## src/rtl/cache_axi_arbiter.sv

```systemverilog
// Round-robin arbiter that funnels NUM_CH cache requesters onto a single AXI bridge,
// with an optional writeback-then-refill sequence and a one-hot done pulse per channel.
module cache_axi_arbiter #(
  parameter int NUM_CH  = 2,
  parameter int ADDR_W  = 32,
  parameter int DATA_W  = 32,
  parameter int BLOCK_W = 128,
  parameter int STRB_W  = 4
) (
  input  logic                        clk,
  input  logic                        rstn,
  input  logic [3*NUM_CH-1:0]         req_op,
  input  logic [ADDR_W*NUM_CH-1:0]    req_ad,
  input  logic [ADDR_W*NUM_CH-1:0]    req_wb_ad,
  input  logic [DATA_W*NUM_CH-1:0]    req_wword,
  input  logic [BLOCK_W*NUM_CH-1:0]   req_wblock,
  input  logic [STRB_W*NUM_CH-1:0]    req_wstrb,
  input  logic [NUM_CH-1:0]           req_cached,
  output logic [NUM_CH-1:0]           done,
  output logic [DATA_W-1:0]           rword,
  output logic [BLOCK_W-1:0]          rblock,
  output logic [2:0]                  axi_req,
  output logic [ADDR_W-1:0]           axi_ad,
  output logic [DATA_W-1:0]           axi_wword,
  output logic [BLOCK_W-1:0]          axi_wblock,
  output logic [STRB_W-1:0]           axi_wstrb,
  output logic                        axi_cached,
  input  logic                        axi_ready,
  input  logic                        axi_finish,
  input  logic [DATA_W-1:0]           axi_rword,
  input  logic [BLOCK_W-1:0]          axi_rblock
);

  localparam int CH_W = (NUM_CH > 1) ? $clog2(NUM_CH) : 1;

  localparam logic [2:0] OP_NONE = 3'd0;
  localparam logic [2:0] OP_LW   = 3'd1;
  localparam logic [2:0] OP_LB   = 3'd2;
  localparam logic [2:0] OP_SW   = 3'd3;
  localparam logic [2:0] OP_SB   = 3'd4;
  localparam logic [2:0] OP_WBR  = 3'd5;

  localparam logic [2:0] AX_NONE = 3'd0;
  localparam logic [2:0] AX_LW   = 3'd1;
  localparam logic [2:0] AX_LB   = 3'd2;
  localparam logic [2:0] AX_WW   = 3'd3;
  localparam logic [2:0] AX_WB   = 3'd4;

  typedef enum logic [1:0] {
    S_IDLE,
    S_ISSUE,
    S_WAIT_FIN,
    S_DONE
  } state_t;

  state_t              r_state;
  logic [CH_W-1:0]     r_ptr;
  logic [CH_W-1:0]     r_grant;
  logic [NUM_CH-1:0]   r_mask;
  logic                r_wb_phase;
  logic [ADDR_W-1:0]   r_refill_ad;

  logic                w_found;
  logic [CH_W-1:0]     w_sel;
  int                  w_idx;
  logic [2:0]          w_cand_op;
  logic [2:0]          w_sel_op;
  logic [ADDR_W-1:0]   w_sel_ad;
  logic [ADDR_W-1:0]   w_sel_wb_ad;
  logic [DATA_W-1:0]   w_sel_wword;
  logic [BLOCK_W-1:0]  w_sel_wblock;
  logic [STRB_W-1:0]   w_sel_wstrb;
  logic                w_sel_cached;
  logic [CH_W-1:0]     w_next_ptr;

  // First bridge command for a requester op; WB_REFILL starts with its writeback.
  function automatic logic [2:0] axi_code(input logic [2:0] op);
    case (op)
      OP_LW:         axi_code = AX_LW;
      OP_LB:         axi_code = AX_LB;
      OP_SW:         axi_code = AX_WW;
      OP_SB, OP_WBR: axi_code = AX_WB;
      default:       axi_code = AX_NONE;
    endcase
  endfunction

  function automatic logic [NUM_CH-1:0] onehot(input logic [CH_W-1:0] idx);
    onehot      = '0;
    onehot[idx] = 1'b1;
  endfunction

  // Round-robin search from the pointer, skipping the channel served just before.
  always_comb begin
    w_found      = 1'b0;
    w_sel        = '0;
    w_idx        = 0;
    w_cand_op    = OP_NONE;
    w_sel_op     = OP_NONE;
    w_sel_ad     = '0;
    w_sel_wb_ad  = '0;
    w_sel_wword  = '0;
    w_sel_wblock = '0;
    w_sel_wstrb  = '0;
    w_sel_cached = 1'b0;
    for (int i = 0; i < NUM_CH; i++) begin
      w_idx = int'(r_ptr) + i;
      if (w_idx >= NUM_CH) w_idx = w_idx - NUM_CH;
      w_cand_op = req_op[w_idx*3 +: 3];
      if (!w_found && (w_cand_op != OP_NONE) && (w_cand_op <= OP_WBR) && !r_mask[w_idx]) begin
        w_found      = 1'b1;
        w_sel        = CH_W'(w_idx);
        w_sel_op     = w_cand_op;
        w_sel_ad     = req_ad[w_idx*ADDR_W +: ADDR_W];
        w_sel_wb_ad  = req_wb_ad[w_idx*ADDR_W +: ADDR_W];
        w_sel_wword  = req_wword[w_idx*DATA_W +: DATA_W];
        w_sel_wblock = req_wblock[w_idx*BLOCK_W +: BLOCK_W];
        w_sel_wstrb  = req_wstrb[w_idx*STRB_W +: STRB_W];
        w_sel_cached = req_cached[w_idx];
      end
    end
  end

  assign w_next_ptr = (r_grant == CH_W'(NUM_CH - 1)) ? '0 : r_grant + CH_W'(1);

  always_ff @(posedge clk or negedge rstn) begin
    if (!rstn) begin
      r_state     <= S_IDLE;
      r_ptr       <= '0;
      r_grant     <= '0;
      r_mask      <= '0;
      r_wb_phase  <= 1'b0;
      r_refill_ad <= '0;
      done        <= '0;
      rword       <= '0;
      rblock      <= '0;
      axi_req     <= AX_NONE;
      axi_ad      <= '0;
      axi_wword   <= '0;
      axi_wblock  <= '0;
      axi_wstrb   <= '0;
      axi_cached  <= 1'b0;
    end else begin
      case (r_state)
        S_IDLE: begin
          r_mask <= '0;
          if (w_found) begin
            r_grant     <= w_sel;
            r_wb_phase  <= (w_sel_op == OP_WBR);
            r_refill_ad <= w_sel_ad;
            axi_req     <= axi_code(w_sel_op);
            axi_ad      <= (w_sel_op == OP_WBR) ? w_sel_wb_ad : w_sel_ad;
            axi_wword   <= (w_sel_op == OP_SW) ? w_sel_wword : '0;
            axi_wstrb   <= (w_sel_op == OP_SW) ? w_sel_wstrb : '0;
            axi_wblock  <= ((w_sel_op == OP_SB) || (w_sel_op == OP_WBR)) ? w_sel_wblock : '0;
            axi_cached  <= w_sel_cached;
            r_state     <= S_ISSUE;
          end
        end
        S_ISSUE: begin
          if (axi_ready) begin
            axi_req <= AX_NONE;
            r_state <= S_WAIT_FIN;
          end
        end
        S_WAIT_FIN: begin
          if (axi_finish) begin
            if (r_wb_phase) begin
              // Writeback complete: reissue as a block refill at the original address.
              r_wb_phase <= 1'b0;
              axi_ad     <= r_refill_ad;
              axi_req    <= AX_LB;
              r_state    <= S_ISSUE;
            end else begin
              rword   <= axi_rword;
              rblock  <= axi_rblock;
              done    <= onehot(r_grant);
              r_state <= S_DONE;
            end
          end
        end
        S_DONE: begin
          done    <= '0;
          r_ptr   <= w_next_ptr;
          r_mask  <= onehot(r_grant);
          r_state <= S_IDLE;
        end
        default: r_state <= S_IDLE;
      endcase
    end
  end

endmodule
```

## config.mk

```make
export PLATFORM = sky130hd
export DESIGN_NAME = cache_axi_arbiter
export DESIGN_NICKNAME = d
export VERILOG_FILES = /design/src/rtl/cache_axi_arbiter.sv
export SDC_FILE = /design/constraint.sdc
export NUM_CORES = 1
export LEC_CHECK = 0
export BUFFER_PORTS_ARGS = -buffer_cell sky130_fd_sc_hd__clkbuf_2
export CORE_AREA = 3 3 384 386
export DETAILED_ROUTE_END_ITERATION = 8
export DIE_AREA = 0 0 387 389
export PLACE_DENSITY = 0.3
export SLEW_MARGIN = 10
export SYNTH_ARGS = -nofsm -noshare
export SYNTH_HDL_FRONTEND = slang
export SYNTH_SLANG_ARGS = --single-unit
export TNS_END_PERCENT = 50
```

## constraint.sdc

```tcl
create_clock -name clk -period 5.89 [get_ports clk]
set_input_delay 0.2945 -clock clk [delete_from_list [all_inputs] [get_ports clk]]
set_output_delay 0.2945 -clock clk [all_outputs]
set_load 0.01 [all_outputs]
```

==> out/results.txt, run 1 <==
Final layout net count -> 3609
CTS Root Cell -> clkbuf_16
Dpl hpwl -> 71.6 mm
Detailed Route Iter0 Violations -> 791
Post-synth top flop -> dfrtp_1
Setup WS pre-CTS -> 2.61 ns
Setup WS post-layout -> 2.45 ns
CTS max path bufs -> 3
Core ar. -> 0.144 mm^2
Slew @ Worst Pin -> 1.19 ns
Cells along the critical path -> inv_1 -> ha_2 -> nor2b_1 -> nand2_4 -> buf_12 -> mux2_2
CP Class -> register to register
Final Hold Viols -> 0
Min Tclk post-route -> 3.44 ns
Post-Syn Nets -> 2181
Top-count cell post-synth -> dfrtp_1
Post-synthesis compound-gate area fraction -> 19.0%
CP Capture Type -> register
YS warnings -> 0
Gpl congestion -> 0.761
Boundary pin count -> 990
Routed wire length -> 96.9 mm
Antenna violations before repair -> 34
Max Freq -> 0.290 GHz
DRC -> 0
Critical path fanouts, max -> 132
Leading post-synthesis cells by cell area -> dfrtp_1, mux2_2, a22oi_1
Post-synthesis register bit count -> 401
HP Class -> input pin to register
Wire per inst -> 19.6 um
Distinct cells, synth -> 43
Synth area leader -> dfrtp_1
Post-Synth Simple-Gate Area -> 7.15%
Main combinational cell family by area after synthesis -> compound AO/OA/AOI/OAI gates
Synth cell count leaders -> dfrtp_1, a22oi_1, nand2_1
Mapped Area -> 0.0177 mm^2
Maximum number of pins on one net before global-route repair -> 138
Sequential area share after synthesis -> 56.7%
Post-synthesis xor/xnor area fraction -> 0%
Post-cts sizing count -> 0
Clock Sinks -> 401
Vias in the first global route -> 19600
Setup TNS -> 0 ns
Fin util -> 22.0%
Die area -> 0.151 mm^2
Slowest-stage cell, CP -> ha_2
Critical Path Max Stage Delay -> 0.76 ns
Post-synth EDFFs -> 0
TritonCTS Buffers -> 55
Setup-failing EPs final -> 0
Critical Path Source Type -> register
Async S/R FF share, synth -> 100%
Clock Latency Late Sink -> 0.63 ns
Final cycle utilization of the critical path -> 58.5%
Worst path arrival time -> 3.95 ns
Worst-path clk slew -> 0.06 ns
Aggregate global routing overflow -> 0
Routed vias -> 18200
CTS tree -> built
Status -> complete, no violations
RSZ-0062 raised after global routing -> no
Antenna-violating nets left -> 0
Syn_area_per_cell -> 11.4 um^2
Pre-antenna DRT Iters -> 5
Die Wd -> 387 um
Fraction of layout cells with a size suffix above 1 -> 42.4%
Worst Path Buf+Inv -> 2
Max Cap Violations -> 0
Cells after Synth -> 1549
Initial core utilization -> 12.3%
Peak VDD IR -> 0.000325 V
Crit path max-delay family -> adder cells
Setup bufs post-CTS -> 0
Die H -> 389 um
Power Dens Cells -> 451 mW/mm^2
# rows -> 139
Mux share of post-synthesis cell area -> 13.1%
First-pass GRT wire length -> 139 mm
Yosys top cell area share -> 56.7%
Area delta synth->final -> 78.4%
Synthesized-area fraction occupied by adder cells -> 0.283%
Final Max Tran Viols -> 0
Max_slew headroom -> 20.6%
Total global-route track usage -> 12.4%
Vias per cell -> 3.69
Fillers -> 15900
Worst clock skew -> 0.0172 ns
Static leakage -> 14.9 nW
Port buffer count -> 989
H-tree depth -> 2
WP data required -> 6.40 ns
kinds of logic (layout without fill, tap and decap cells):
group                    Yosys count  after routing
flip-flops                       401            401
AO/OA/AOI/OAI                    510            510
buffers and inverters            143           1614
other                              0             20
multiplexers                     210            210
AND/OR/NAND/NOR                  281            281
adder cells (fa/ha/maj)            4              4
sequential cells by signal, indices dropped and copies added (netlist names):
| signal | cells |
|---|---|
| r_state | 2 |
| axi_wstrb | 4 |
| axi_wword | 32 |
| axi_wblock | 128 |
| r_grant | 1 |
| r_ptr | 1 |
| axi_ad | 32 |
| r_refill_ad | 32 |
| r_mask | 2 |
| axi_req | 3 |
| r_wb_phase | 1 |
| rblock | 128 |
| rword | 32 |
| axi_cached | 1 |
| done | 2 |
path summary, 6_finish.rpt:
check | from | to | slack (ns) | cells after the start
max | r_state[0]$_DFFE_PN0P_ | rblock[121]$_DFFE_PN0P_ | 2.45 | 6
min | req_wword[20] | axi_wword[20]$_DFFE_PN0P_ | 0.05 | 3
max reg2reg | r_state[0]$_DFFE_PN0P_ | rblock[121]$_DFFE_PN0P_ | 2.45 | 6
min reg2reg | r_refill_ad[17]$_DFFE_PN0P_ | r_refill_ad[17]$_DFFE_PN0P_ | 0.47 | 2
max in group asynchronous | rstn | axi_wblock[77]$_DFFE_PN0P_ | 4.44 | 3
min in group asynchronous | rstn | rblock[64]$_DFFE_PN0P_ | 0.21 | 2
through the flow:
| step | power, W | instances | hold WS [ns] | area, um^2 |
|---|---|---|---|---|
| finish | 0.0142 | 4943 | 0.0506 | 31600 |
| global route | 0.0153 | 4934 | 0.0220 | 31600 |
| CTS | 0.0146 | 4923 | 0.00114 | 31500 |
| detailed placement | 0.0104 | 4325 | 0.293 | 24700 |
| global placement | 0.0104 | 4325 | 0.286 | 24700 |
| floorplan | 0.00763 | 1549 | -0.00109 | 17700 |
worst register-to-register path, delay by kind of cell, from the launching register on:
kind,cells,cell delay [ns]
mux,1,0.97
fa+ha+maj,1,0.76
simple gates,2,0.74
buf+inv,2,0.43
flops,1,0.42
where the power goes:
| group | switching, W | internal (W) |
|---|---|---|
| sequential | 0.000571 | 0.00384 |
| clock | 0.00137 | 0.00204 |
| combinational | 0.00357 | 0.00284 |
| total | 0.00552 | 0.00873 |
area by class of cell:
type	count	area [um^2]	share of cell area, %
antenna	20	50.0	0.158
timing repair buffer	1508	10200	32.3
clock buffer	88	1650	5.22
tap	1903	2380	7.54
inverter	6	22.5	0.0713
clock inverter	12	185	0.586
multi-input combinational	1005	7050	22.3
sequential	401	10000	31.8
metal layers:
metal  vias to the layer above  wire length (um)  GRT usage, %
met5                         -                65             0
met4                         8              2410          3.78
met3                       131              6840          3.89
met2                       600             47300          20.9
met1                      8944             40300          15.1
li1                       8543                 -             -
what timing repair did:
item,CTS,global route
hold buffers,498,0
endpoints found under the setup margin,0,0
hold endpoints to repair,388,0
placed cells by master, fill, tap and decap left out, types with 2 or more instances in the layout:
cell | netlist | final
clkbuf_1 | 55 | 18
o21ai_0 | 86 | 86
clkinv_4 | 0 | 2
mux2i_1 | 34 | 34
nor2_1 | 7 | 7
and3_1 | 32 | 32
bufinv_16 | 0 | 3
o31ai_1 | 32 | 32
inv_1 | 6 | 6
and2_1 | 33 | 33
a311oi_4 | 0 | 2
dlygate4sd3_1 | 0 | 498
o311ai_1 | 2 | 2
nand3_1 | 5 | 5
a21o_1 | 3 | 3
clkbuf_16 | 0 | 55
or3_1 | 2 | 2
mux2_2 | 176 | 176
o211ai_1 | 3 | 3
a22oi_1 | 215 | 215
buf_12 | 0 | 9
a22o_1 | 14 | 14
buf_4 | 9 | 12
clkbuf_2 | 0 | 988
o21ai_1 | 102 | 102
dfrtp_1 | 401 | 401
a21oi_2 | 2 | 2
nand2_1 | 189 | 188
nor2b_1 | 3 | 3
o311ai_0 | 2 | 2
ha_1 | 4 | 3
diode_2 | 0 | 20
nor3_1 | 2 | 2
a21boi_0 | 18 | 18
a21oi_1 | 20 | 20
nand2b_1 | 3 | 2
clkbuf_8 | 0 | 15
nand4_1 | 2 | 2
clkinv_2 | 0 | 3
(Power assumes the default switching activity.)
==> run 2: changes to the inputs <==
--- a/config.mk
+++ b/config.mk
@@ -6,9 +6,9 @@
 export NUM_CORES = 1
 export LEC_CHECK = 0
 export BUFFER_PORTS_ARGS = -buffer_cell sky130_fd_sc_hd__clkbuf_2
-export CORE_AREA = 3 3 384 386
+export CORE_AREA = 3 3 385 387
 export DETAILED_ROUTE_END_ITERATION = 8
-export DIE_AREA = 0 0 387 389
+export DIE_AREA = 0 0 388 390
 export PLACE_DENSITY = 0.3
 export SLEW_MARGIN = 10
 export SYNTH_ARGS = -nofsm -noshare
==> constraint.sdc (replaced) <==
create_clock -name clk -period 3.2 [get_ports clk]
set_input_delay 0.16 -clock clk [delete_from_list [all_inputs] [get_ports clk]]
set_output_delay 0.16 -clock clk [all_outputs]
set_load 0.01 [all_outputs]
==> out/results.txt, run 2 (synthesis results as in run 1) <==
Final cycle utilization of the critical path -> 92.3% (+34 points)
DRC -> 0 (unchanged)
Critical Path Source -> r_mask[0]$_DFFE_PN0P_
Antenna violations before repair -> 2 (-94%)
Maximum number of pins on one net before global-route repair -> 91 (-34%)
Placed Cells -> 4386 (+1.4%)
Pre-antenna DRT Iters -> 5 (unchanged)
Peak VDD IR -> 0.000399 V (+23%)
Area delta synth->final -> 85.3%
Min Tclk post-route -> 2.95 ns (-0.491 ns)
Post-cts sizing count -> 0 (unchanged)
R2r startpoint -> r_mask[0]$_DFFE_PN0P_
Detailed Route Iter0 Violations -> 776 (-1.9%)
Critical Path Source Type -> register
Met1 GRT Util -> 14.6% (-0.49 points)
CTS tree -> built
Max Cap Violations -> 0 (unchanged)
RSZ-0062 raised after global routing -> no
HP Class -> input pin to register
Slowest-stage cell, CP -> a311oi_4
Critical path's most frequent cell -> buf_12
Fraction of layout cells with a size suffix above 1 -> 42.4% (about the same)
Met2 Use GR -> 21.3% (+0.32 points)
Power Dens Cells -> 829 mW/mm^2 (+84%)
Aggregate global routing overflow -> 0 (unchanged)
Biggest regs -> axi_wblock (128), rblock (128)
H-tree depth -> 2 (unchanged)
CTS max path bufs -> 3 (unchanged)
Port buffer count -> 989 (unchanged)
Gr busiest metal -> met2
Die area -> 0.151 mm^2 (+0.52%)
Hold path start -> req_wword[63]
Critical Path Max Stage Delay -> 0.62 ns (-0.14 ns)
First-pass GRT wire length -> 138 mm (-0.81%)
Setup-failing EPs final -> 0 (unchanged)
Worst-path clk slew -> 0.06 ns (about the same)
Total global-route track usage -> 12.1% (-0.28 points)
Wire per inst -> 19.0 um (-3.2%)
Vias per cell -> 3.68 (-0.17%)
Vias in the first global route -> 20500 (+4.9%)
Worst clock skew -> 0.0213 ns (+0.00407 ns)
Die H -> 390 um (+0.26%)
WP data required -> 3.72 ns (-2.68 ns)
Die Wd -> 388 um (+0.26%)
Setup TNS -> 0 ns (unchanged)
Status -> complete, no violations
Core ar. -> 0.145 mm^2 (+0.96%)
Boundary pin count -> 990 (unchanged)
Post-Layout Cell Count -> 5050 (+2.2%)
Routed wire length -> 95.9 mm (-1.1%)
CTS Root Cell -> clkbuf_16
Setup WS post-layout -> 0.247 ns (-2.20 ns)
Static leakage -> 15.5 nW (+4.0%)
Final layout net count -> 3725 (+3.2%)
Gpl congestion -> 0.805 (+5.8%)
Clock Latency Late Sink -> 0.62 ns (about the same)
Setup WS pre-CTS -> 0.545 ns (-2.07 ns)
CP Class -> register to register
Met3 Use GR -> 3.04% (-0.85 points)
Clock Sinks -> 401 (unchanged)
Max Freq -> 0.339 GHz (+17%)
Final Hold Viols -> 0 (unchanged)
Commonest non-fill, non-tap cell in the layout -> clkbuf_2
CP Capture Type -> register
Critical path fanouts, max -> 33 (-75%)
Most frequent cells in the layout -> clkbuf_2, dlygate4sd3_1, dfrtp_1
Fin util -> 22.6% (+0.63 points)
# rows -> 140 (+0.72%)
Worst path arrival time -> 3.47 ns (-0.48 ns)
Routed vias -> 18600 (+2.0%)
Dpl hpwl -> 72.9 mm (+1.7%)
Max_slew headroom -> 37.3% (+17 points)
Slew @ Worst Pin -> 0.941 ns (-0.249 ns)
Final Max Tran Viols -> 0 (unchanged)
TritonCTS Buffers -> 54 (-1.8%)
Cells along the critical path -> a21o_1 -> a311oi_4 -> buf_12 -> buf_12 -> buf_12 -> a22oi_1 -> dlygate4sd3_1 -> o21ai_0
Antenna-violating nets left -> 0 (unchanged)
Initial core utilization -> 12.2% (-0.12 points)
Fillers -> 16000 (+0.58%)
-- run 2: changes by cell type in the layout (fill, tap and decap cells not counted), sizes merged --
| cell | delta |
|---|---|
| buf | +47 |
| bufinv | +6 |
| clkbuf | -14 |
| clkinv | +4 |
| diode | -19 |
| dlygate4sd3 | +70 |
| inv | -1 |
-- run 2: final timing paths --
check                                               to  slack, ns  depth (start not counted)
max reg2reg                axi_wblock[122]$_DFFE_PN0P_       0.25                          8
max                        axi_wblock[122]$_DFFE_PN0P_       0.25                          8
max in group asynchronous   axi_wblock[18]$_DFFE_PN0P_       2.09                          3
min reg2reg                r_refill_ad[24]$_DFFE_PN0P_       0.47                          2
min in group asynchronous    axi_wword[21]$_DFFE_PN0P_       0.15                          2
min                          axi_wword[31]$_DFFE_PN0P_       0.02                          3
-- run 2: worst max-delay path, delay by kind of cell (launching register included) --
family / cells / cell delay (ns)
AO/OA/AOI/OAI: 4 / 1.13
buffers and inverters: 4 / 1.22
flip-flops: 1 / 0.41
-- run 2: layout make-up --
class	count	area (um^2)	area share, %
Timing Repair Buffer	1625	11400	34.8
Sequential cell	401	10000	30.6
Multi-Input combinational cell	1005	7050	21.5
Tap cell	1917	2400	7.31
Clock buffer	74	1520	4.63
Clock inverter	21	363	1.11
Inverter	6	22.5	0.0686
Antenna cell	1	2.50	0.00763
-- run 2: routing by layer --
metal  up-vias  share of wire (%)
met4         0                2.8
met5         -                  0
met2       599                 50
met3       110                6.2
li1       8729                  -
met1      9150                 41
-- run 2: per-stage QoR --
| step | power (W) | hold WS, ns | cell area, um^2 |
|---|---|---|---|
| finish | 0.0272 | 0.0216 | 32800 |
| global route | 0.0291 | 0.0466 | 32800 |
| CTS | 0.0279 | 0.00331 | 32800 |
| detailed placement | 0.0195 | 0.243 | 25200 |
| global placement | 0.0196 | 0.242 | 25200 |
| floorplan | 0.0140 | -0.136 | 17700 |
-- run 2: report_power, final --
group / internal [W] / switching (W)
logic: 0.00576 / 0.00665
registers: 0.00707 / 0.00117
clock network: 0.00402 / 0.00251
total: 0.0169 / 0.0103
-- run 2: repair_timing --
action / 4_1_cts / 5_1_grt
hold endpoints to repair: 426 / 0
hold buffers: 568 / 0
setup buffers: 0 / 0
==> run 3: changes to the inputs <==
--- a/config.mk
+++ b/config.mk
@@ -6,9 +6,10 @@
 export NUM_CORES = 1
 export LEC_CHECK = 0
 export BUFFER_PORTS_ARGS = -buffer_cell sky130_fd_sc_hd__clkbuf_2
-export CORE_AREA = 3 3 385 387
+export CORE_AREA = 3 3 384 386
+export CTS_CLUSTER_DIAMETER = 200
 export DETAILED_ROUTE_END_ITERATION = 8
-export DIE_AREA = 0 0 388 390
+export DIE_AREA = 0 0 387 389
 export PLACE_DENSITY = 0.3
 export SLEW_MARGIN = 10
 export SYNTH_ARGS = -nofsm -noshare
==> constraint.sdc (replaced) <==
create_clock -name clk -period 3.8 [get_ports clk]
set_input_delay 0.19 -clock clk [delete_from_list [all_inputs] [get_ports clk]]
set_output_delay 0.19 -clock clk [all_outputs]
set_load 0.01 [all_outputs]
==> out/results.txt, run 3 (synthesis results as in run 1) <==
Status -> complete, no violations
Total global-route track usage -> 12.6% (+0.45 points)
Critical path fanouts, max -> 48 (+45%)
Detailed Route Iter0 Violations -> 834 (+7.5%)
Placed Cells -> 4364 (-0.50%)
Power Dens Cells -> 691 mW/mm^2 (-17%)
Antenna violations before repair -> 26 (+24)
RSZ-0062 raised after global routing -> no
Vias in the first global route -> 20300 (-0.98%)
Static leakage -> 15.3 nW (-1.2%)
Max Cap Violations -> 0 (unchanged)
Vias per cell -> 3.69 (+0.29%)
DRC -> 0 (unchanged)
Port buffer count -> 989 (unchanged)
TritonCTS Buffers -> 53 (-1.9%)
Final Max Tran Viols -> 0 (unchanged)
Max Freq -> 0.336 GHz (-0.81%)
First-pass GRT wire length -> 142 mm (+2.7%)
Min Tclk post-route -> 2.98 ns (+0.0242 ns)
Gpl congestion -> 0.754 (-6.2%)
CP Class -> register to register
# rows -> 139 (-0.71%)
Met3 Use GR -> 3.77% (+0.73 points)
Die H -> 389 um (-0.26%)
CP Capture Type -> register
HP Class -> input pin to register
Wire per inst -> 19.4 um (+2.4%)
Critical Path Source Type -> register
Routed wire length -> 97.6 mm (+1.8%)
Worst path arrival time -> 3.50 ns (+0.03 ns)
Commonest non-fill, non-tap cell in the layout -> clkbuf_2
Dpl hpwl -> 74.7 mm (+2.5%)
CTS Root Cell -> clkbuf_16
Most frequent cells in the layout -> clkbuf_2, dlygate4sd3_1, dfrtp_1
Area after DPL -> 0.0251 mm^2 (-0.55%)
Gr busiest metal -> met2
Die Wd -> 387 um (-0.26%)
Biggest regs -> axi_wblock (128), rblock (128)
Setup TNS -> 0 ns (unchanged)
Aggregate global routing overflow -> 0 (unchanged)
Core ar. -> 0.144 mm^2 (-0.95%)
Final Hold Viols -> 0 (unchanged)
Setup-failing EPs final -> 0 (unchanged)
Setup bufs post-CTS -> 0 (unchanged)
Antenna-violating nets left -> 0 (unchanged)
Fraction of layout cells with a size suffix above 1 -> 42.5% (+0.097 points)
Initial core utilization -> 12.3% (+0.12 points)
Max_slew headroom -> 22.6% (-15 points)
Slew @ Worst Pin -> 1.16 ns (+0.220 ns)
Boundary pin count -> 990 (unchanged)
Peak VDD IR -> 0.000331 V (-17%)
Clock Sinks -> 401 (unchanged)
Maximum number of pins on one net before global-route repair -> 95 (+4.4%)
Die area -> 0.151 mm^2 (-0.51%)
Area delta synth->final -> 83.4%
CTS tree -> built
Met2 Use GR -> 21.8% (+0.53 points)
Met1 GRT Util -> 15.0% (+0.39 points)
Final cycle utilization of the critical path -> 78.4% (-14 points)
Post-Layout Cell Count -> 5021 (-0.57%)
Pre-antenna DRT Iters -> 5 (unchanged)
Final layout net count -> 3699 (-0.70%)
Final Cell Area -> 0.0325 mm^2 (-1.1%)
Routed vias -> 18500 (-0.29%)
CTS max path bufs -> 3 (unchanged)
WP data required -> 4.33 ns (+0.61 ns)
Worst clock skew -> 0.0250 ns (+0.00378 ns)
H-tree depth -> 2 (unchanged)
Worst-path clk slew -> 0.06 ns (about the same)
Clock Latency Late Sink -> 0.64 ns (+0.02 ns)
[run 3: cell count changes in the layout (fill, tap and decap cells not counted), sizes merged]
cell / before / now
dlygate4sd3: 568 / 551
diode: 1 / 12
buf: 69 / 61
clkinv: 11 / 6
bufinv: 9 / 5
clkbuf: 1062 / 1066
clkinvlp: 1 / 4
inv: 6 / 7
[run 3: critical path, stage by stage, from the launching register on]
cell           delay (ns)
dfrtp_1              0.52
inv_1                0.18
a311oi_4             0.31
buf_12               0.24
buf_4                0.49
a22oi_1              0.22
dlygate4sd3_1        0.63
o21ai_0              0.18
[run 3: stage by stage]
stage / hold slack, ns / setup slack [ns] / total power (W) / util [%]
6_report: 0.0662 / 0.823 / 0.0224 / 22.6
5_1_grt: 0.0340 / 0.593 / 0.0241 / 22.6
4_1_cts: 0.00168 / 0.808 / 0.0230 / 22.5
3_5_place_dp: 0.291 / 0.993 / 0.0163 / 17.5
3_3_place_gp: 0.315 / 0.962 / 0.0163 / 17.5
2_1_floorplan: -0.106 / 1.75 / 0.0118 / -
[run 3: power breakdown]
| group | internal, W | leakage (nW) | switching (W) |
|---|---|---|---|
| clock network | 0.00319 | 0.879 | 0.00210 |
| registers | 0.00596 | 5.09 | 0.000906 |
| logic | 0.00473 | 9.37 | 0.00556 |
[run 3: metal layers]
layer / share of wire [%] / routed length [um] / vias to the layer above
li1: - / - / 8708
met1: 41 / 39900 / 9061
met2: 49 / 48100 / 627
met4: 2.6 / 2550 / 10
met3: 7.2 / 6980 / 128
met5: 0.077 / 75 / -
[run 3: what timing repair did]
action,in CTS,in global routing
gates resized for setup,0,0
endpoints found under the hold margin,430,0
hold buffers,551,0
[run 3: path summary, 6_finish.rpt]
| check | slack, ns | end | depth (start not counted) | startpoint |
|---|---|---|---|---|
| worst max-delay path | 0.82 | axi_wblock[126]$_DFFE_PN0P_ | 7 | r_ptr$_DFFE_PN0P_ |
| worst min-delay path | 0.07 | r_refill_ad[9]$_DFFE_PN0P_ | 3 | req_ad[9] |
| worst max register to register | 0.82 | axi_wblock[126]$_DFFE_PN0P_ | 7 | r_ptr$_DFFE_PN0P_ |
| worst min register to register | 0.47 | r_refill_ad[25]$_DFFE_PN0P_ | 2 | r_refill_ad[25]$_DFFE_PN0P_ |
| max in group asynchronous | 2.55 | rblock[93]$_DFFE_PN0P_ | 4 | rstn |
| min in group asynchronous | 0.18 | rblock[31]$_DFFE_PN0P_ | 2 | rstn |
[run 3: area by class of cell]
cell class	instances	area, um^2
Tap cell	1903	2380
Fill cell	15800	111000
Clock buffer	78	1570
Multi-Input combinational cell	1005	7050
Antenna cell	12	30.0
Timing Repair Buffer	1600	11100
Sequential cell	401	10000
Inverter	6	22.5
Clock inverter	16	244
